==> src/rtl/mac_pkg.sv <==
// Shared definitions for the 32-lane MAC array and its bit-serial accumulator.
package mac_pkg;

    localparam int unsigned MAC_LANES  = 32;
    localparam int unsigned MAC_W      = 8;
    localparam int unsigned WEIGHT_MAX = 7;
    localparam int unsigned MAC_MAX    = MAC_LANES * WEIGHT_MAX;

    typedef enum logic [1:0] {
        IDLE  = 2'd0,
        ACCUM = 2'd1,
        DONE  = 2'd2
    } acc_state_t;

    // One guard bit beyond the shifted plane sums covers the signed range.
    function automatic int unsigned acc_width(input int unsigned mac_w, input int unsigned act_bits);
        return mac_w + act_bits + 1;
    endfunction

endpackage

==> src/rtl/mac_bitserial_accum.sv <==
// Shift-and-add combiner of MSB-first activation bit-plane sums into a signed dot
// product, presented to the next stage under a valid/ready handshake.
module mac_bitserial_accum #(
    parameter int unsigned MAC_W      = mac_pkg::MAC_W,
    parameter int unsigned ACT_BITS   = 4,
    parameter bit          SIGNED_ACT = 1'b0,
    parameter int unsigned ACC_W      = mac_pkg::acc_width(MAC_W, ACT_BITS)
) (
    input  logic                        CLK,
    input  logic                        reset,
    input  logic                        start,
    input  logic                        mac_valid,
    input  logic [MAC_W-1:0]            mac_in,
    output logic [$clog2(ACT_BITS)-1:0] plane_sel,
    output logic                        busy,
    output logic                        out_valid,
    input  logic                        out_ready,
    output logic [ACC_W-1:0]            result,
    output logic                        drop_err
);
    import mac_pkg::*;

    localparam int unsigned     SEL_W    = $clog2(ACT_BITS);
    localparam logic [SEL_W-1:0] TOP_SEL = SEL_W'(ACT_BITS - 1);

    if (ACT_BITS < 2) begin : g_bad_act_bits
        $error("ACT_BITS must be at least 2");
    end

    acc_state_t       state_q;
    logic [ACC_W-1:0] acc_q;
    logic [SEL_W-1:0] cnt_q;
    logic [SEL_W-1:0] plane_sel_q;
    logic [ACC_W-1:0] result_q;
    logic             out_valid_q;
    logic             drop_err_q;

    logic [ACC_W-1:0] mac_ext;
    logic [ACC_W-1:0] term;
    logic [ACC_W-1:0] sum_d;
    logic             last_plane;

    // The MSB plane of a signed activation carries negative weight.
    always_comb begin
        mac_ext    = ACC_W'(mac_in);
        term       = (SIGNED_ACT && (cnt_q == '0)) ? (~mac_ext + ACC_W'(1)) : mac_ext;
        sum_d      = (acc_q << 1) + term;
        last_plane = (cnt_q == TOP_SEL);
    end

    always_ff @(posedge CLK) begin
        if (reset) begin
            state_q     <= IDLE;
            acc_q       <= '0;
            cnt_q       <= '0;
            plane_sel_q <= TOP_SEL;
            result_q    <= '0;
            out_valid_q <= 1'b0;
            drop_err_q  <= 1'b0;
        end else begin
            if (mac_valid && (state_q != ACCUM)) begin
                drop_err_q <= 1'b1;
            end
            case (state_q)
                IDLE: begin
                    if (start) begin
                        state_q     <= ACCUM;
                        acc_q       <= '0;
                        cnt_q       <= '0;
                        plane_sel_q <= TOP_SEL;
                        drop_err_q  <= 1'b0;
                    end
                end
                ACCUM: begin
                    // A start here aborts: the partial sum is discarded.
                    if (start) begin
                        acc_q       <= '0;
                        cnt_q       <= '0;
                        plane_sel_q <= TOP_SEL;
                    end else if (mac_valid) begin
                        if (last_plane) begin
                            result_q    <= sum_d;
                            out_valid_q <= 1'b1;
                            state_q     <= DONE;
                            acc_q       <= '0;
                            cnt_q       <= '0;
                            plane_sel_q <= TOP_SEL;
                        end else begin
                            acc_q       <= sum_d;
                            cnt_q       <= cnt_q + SEL_W'(1);
                            plane_sel_q <= plane_sel_q - SEL_W'(1);
                        end
                    end
                end
                DONE: begin
                    // Start is honoured only together with acceptance, never overwriting the result.
                    if (out_valid_q && out_ready) begin
                        out_valid_q <= 1'b0;
                        if (start) begin
                            state_q     <= ACCUM;
                            acc_q       <= '0;
                            cnt_q       <= '0;
                            plane_sel_q <= TOP_SEL;
                            drop_err_q  <= 1'b0;
                        end else begin
                            state_q <= IDLE;
                        end
                    end
                end
                default: begin
                    state_q <= IDLE;
                end
            endcase
        end
    end

    assign plane_sel = plane_sel_q;
    assign busy      = (state_q != IDLE);
    assign out_valid = out_valid_q;
    assign result    = result_q;
    assign drop_err  = drop_err_q;

endmodule
==> config.mk <==
export PLATFORM = sky130hd
export DESIGN_NAME = mac_bitserial_accum
export DESIGN_NICKNAME = d
export VERILOG_FILES = /design/src/rtl/mac_pkg.sv /design/src/rtl/mac_bitserial_accum.sv
export SDC_FILE = /design/constraint.sdc
export NUM_CORES = 1
export LEC_CHECK = 0
export ABC_AREA = 1
export CELL_PAD_IN_SITES_DETAIL_PLACEMENT = 2
export CELL_PAD_IN_SITES_GLOBAL_PLACEMENT = 2
export CORE_MARGIN = 10
export CORE_UTILIZATION = 28
export CTS_BUF_LIST = sky130_fd_sc_hd__clkbuf_16
export CTS_CLUSTER_SIZE = 8
export DETAILED_ROUTE_END_ITERATION = 10
export PLACE_DENSITY = 0.86
export REMOVE_ABC_BUFFERS = 1
export SLEW_MARGIN = 30
export SYNTH_ARGS = -nofsm -noshare
export SYNTH_HDL_FRONTEND = slang
export SYNTH_SLANG_ARGS = --single-unit
==> constraint.sdc <==
create_clock -name CLK -period 1.9 [get_ports CLK]
set_clock_uncertainty 0.05 [all_clocks]
set_input_delay 0.285 -clock CLK [delete_from_list [all_inputs] [get_ports CLK]]
set_output_delay 0.285 -clock CLK [all_outputs]
set_load 0.05 [all_outputs]
==> results.toml <==
[cts]
cts_hold_buf = 0
cts_buffers = 5
insertion_delay_ns = 0.28
clock_path_buffers = 2
root_buffer = "clkbuf_16"
clk_pin_slew_ns = 0.05
postCtsSetupBuffers = 0
tritoncts = "built"
clock_sinks = 33
cts_max_level = 2

[sta]
fmax_ghz = 0.5654
slew_headroom_pct = 65.20
drv_slew = 0
fin_crit_sh_pct = 93.09
setup_viol_count_final = 0
finalHoldViolCount = 0
fin_crit_ns = 1.769
rsz0062_at_grt = "no"
worst_pin_slew_ns = 0.5214

[detailed_routing]
dr.pass1.iters = 4
drtIter0Drc = 67
vias = 1941
drt-total-wl_mm = 6.925
via_per_inst = 4.889
drc = 0
wl_per_cell_microns = 17.44
ant_nets = 0

[floorplanning]
die-area_sq_um = 10070
die_w_microns = 100.4
ios = 31
die_h_microns = 100.4
start_util_pct = 28.64
core_area_sq_um = 6314
num_rows = 29

[setup_path]
path_max_fanout = 2
cp.required_ns = 1.56
end_kind = "primary output"
reg2reg_from = "acc_q[0]"
crit_family = "buffers and inverters"
start_kind = "flip-flop"
crit_chain = "clkdlybuf4s50_1"
regToRegSetupSlack_ns = 0.19
reg2reg_depth = 9
slowest_delay_ns = 0.81
crit_cells = 1
critPathSlowestCell = "clkdlybuf4s50_1"
r2r_end = "acc_q[11]"
critical_path_buf_inv_count = 1
arrival_ns = 1.43
path_class = "flip-flop to primary output"

[min_path]
hold_end = "result[1]"
holdPathStages = 4
holdCritStartpoint = "mac_in[1]"
worstHoldPathType = "primary input to flip-flop"

[status]
status = "completed"

[finish]
drive_gt1_share_pct = 19.06
stdcell_area_sq_um = 2544
nets = 341
regArea_sq_um = 660.6
area_growth_pct = 40.69
n_fill_cell = 746
multi_input_area_sq_um = 1084
antenna_cells = 0

[yosys]
avgSynthCellArea_sq_um = 6.623
ys_ff_latch = 33
netlist_instances = 273
ys_seq_area_share_pct = 36.54
synth_cell_types = 25
ys_warn_count = 0
netlist_area_sq_um = 1808

[power_and_ir_drop]
max-vdd-ir-drop_mv = 0.4297
switchingPower_uw = 465.1
p_clk_share_pct = 44.5
seqPwrFrac_pct = 41.1
p_leak_nw = 1.185
p_total_mw = 1.745
powerDensity_nw_per_um2 = 686.2
sw_frac_of_total_pct = 26.64
p_comb_share_pct = 14.4
internal_power_mw = 1.280

[place]
place.gp.congestion = 0.8570
hpwl_mm = 4.973
place_area_sq_um = 2282
io_buffers = 30

[run]
cap_violations = 0

[global_route]
grtUsageTotal_pct = 13.88
grt_max_degree = 20
first_global_vias = 2185
grt_pass1_wl_mm = 11.26
grt_antenna_before_repair = 0
grt_remaining_overflow = 0
## worst max-delay path by stage
stage / from / endpoint
CTS: mac_in[1] / acc_q[11]
detailed placement: mac_in[1] / result[9]
floorplan: cnt_q[0] / result[4]
finish: result[10] / result[10]
global placement: mac_in[1] / result[9]
global route: mac_in[3] / acc_q[6]
## power by group through the flow
stage / Combinational [mW] / Clock (mW) / Sequential (mW)
finish: 0.252 / 0.777 / 0.717
global route: 0.278 / 0.820 / 0.718
CTS: 0.240 / 0.785 / 0.716
detailed placement: 0.230 / 0 / 0.730
global placement: 0.221 / 0 / 0.730
floorplan: 0.108 / 0 / 0.740
## layout make-up
cell class / instances / share of cell area (%)
Multi-Input combinational cell: 195 / 42.60
Tap cell: 77 / 3.788
Timing Repair Buffer: 46 / 16.63
Clock buffer: 5 / 4.919
Inverter: 38 / 5.607
Sequential cell: 33 / 25.97
Clock inverter: 3 / 0.4919
## cells by family (layout without fill, tap and decap cells)
logic type	Yosys count	after routing	synth area share, %
and+or+nand+nor	142	142	33.08
buffers and inverters	45	92	10.10
AOI/OAI and AO/OA	40	40	11.70
DFF	33	33	36.54
adders and majority gates	9	9	6.644
xor gates and xnor gates	4	4	1.938
## repair_timing
| item | CTS | global route |
|---|---|---|
| setup endpoints to repair | 4 | 13 |
| gates resized for setup | 5 | 24 |
| cloned | 0 | 0 |
| pin swaps | 0 | 8 |
## metal layers
metal,global-route usage (%),vias to the layer above,share of wire (%)
met5,0,-,0
met4,5.109,0,2.1
met3,3.228,15,3.5
met2,25.17,38,52
met1,15.27,935,42
li1,-,953,-
## cells in the mapped netlist, drive strengths merged
library cell   n  area (sq um)
inv           38         142.6
buf            4         28.78
a41oi          1         8.760
dfxtp         33         660.6
fa             1         20.02
o211ai         3         22.52
nand4          2         12.51
o21ai         12         60.06
ha             8         100.1
clkbuf         3         11.26
or2            1         6.260
nand3         20         100.1
nor2          35         153.9
nand3b         1         7.510
xor2           4         35.03
a21oi         24         120.1
nor3           1         5.000
nand2         82         312.8
## cells in the final DEF, fill, tap and decap left out, types with 2 or more instances in the layout
master and n:
nor2_4 2, o21ai_1 3, nor2_2 5, nand3_2 6, nor2_1 28, ha_1 2
clkinv_1 2, clkbuf_16 5, a21oi_1 21, o211ai_1 3, nand4_1 2, a21oi_2 3
nand3_1 14, ha_4 4, buf_4 21, inv_2 3, clkdlybuf4s50_1 22, ha_2 2
xor2_1 4, dfxtp_1 33, o21ai_0 9, inv_1 35, dlymetal6s2s_1 2, nand2_2 5
nand2_1 76
## flip-flops by register name (all words and copies together), names as in the netlist
signal     cells
result        13
acc_q         12
cnt_q          2
plane_sel      2
state_q        2
drop_err       1
out_valid      1
## metrics by stage
step	util [%]	setup WS, ns	setup TNS (ns)	std cells	hold WS (ns)
after floorplan	-	0.02876	0	266	0.3041
after global placement	36.15	-0.2185	-2.381	389	0.4053
after detailed placement	36.15	-0.2840	-3.295	389	0.4218
after CTS	38.59	0.01443	0	397	0.4292
after global routing	40.29	0.001230	0	397	0.4532
final	40.29	0.1314	0	397	0.4207
(Power assumes the default switching activity.)
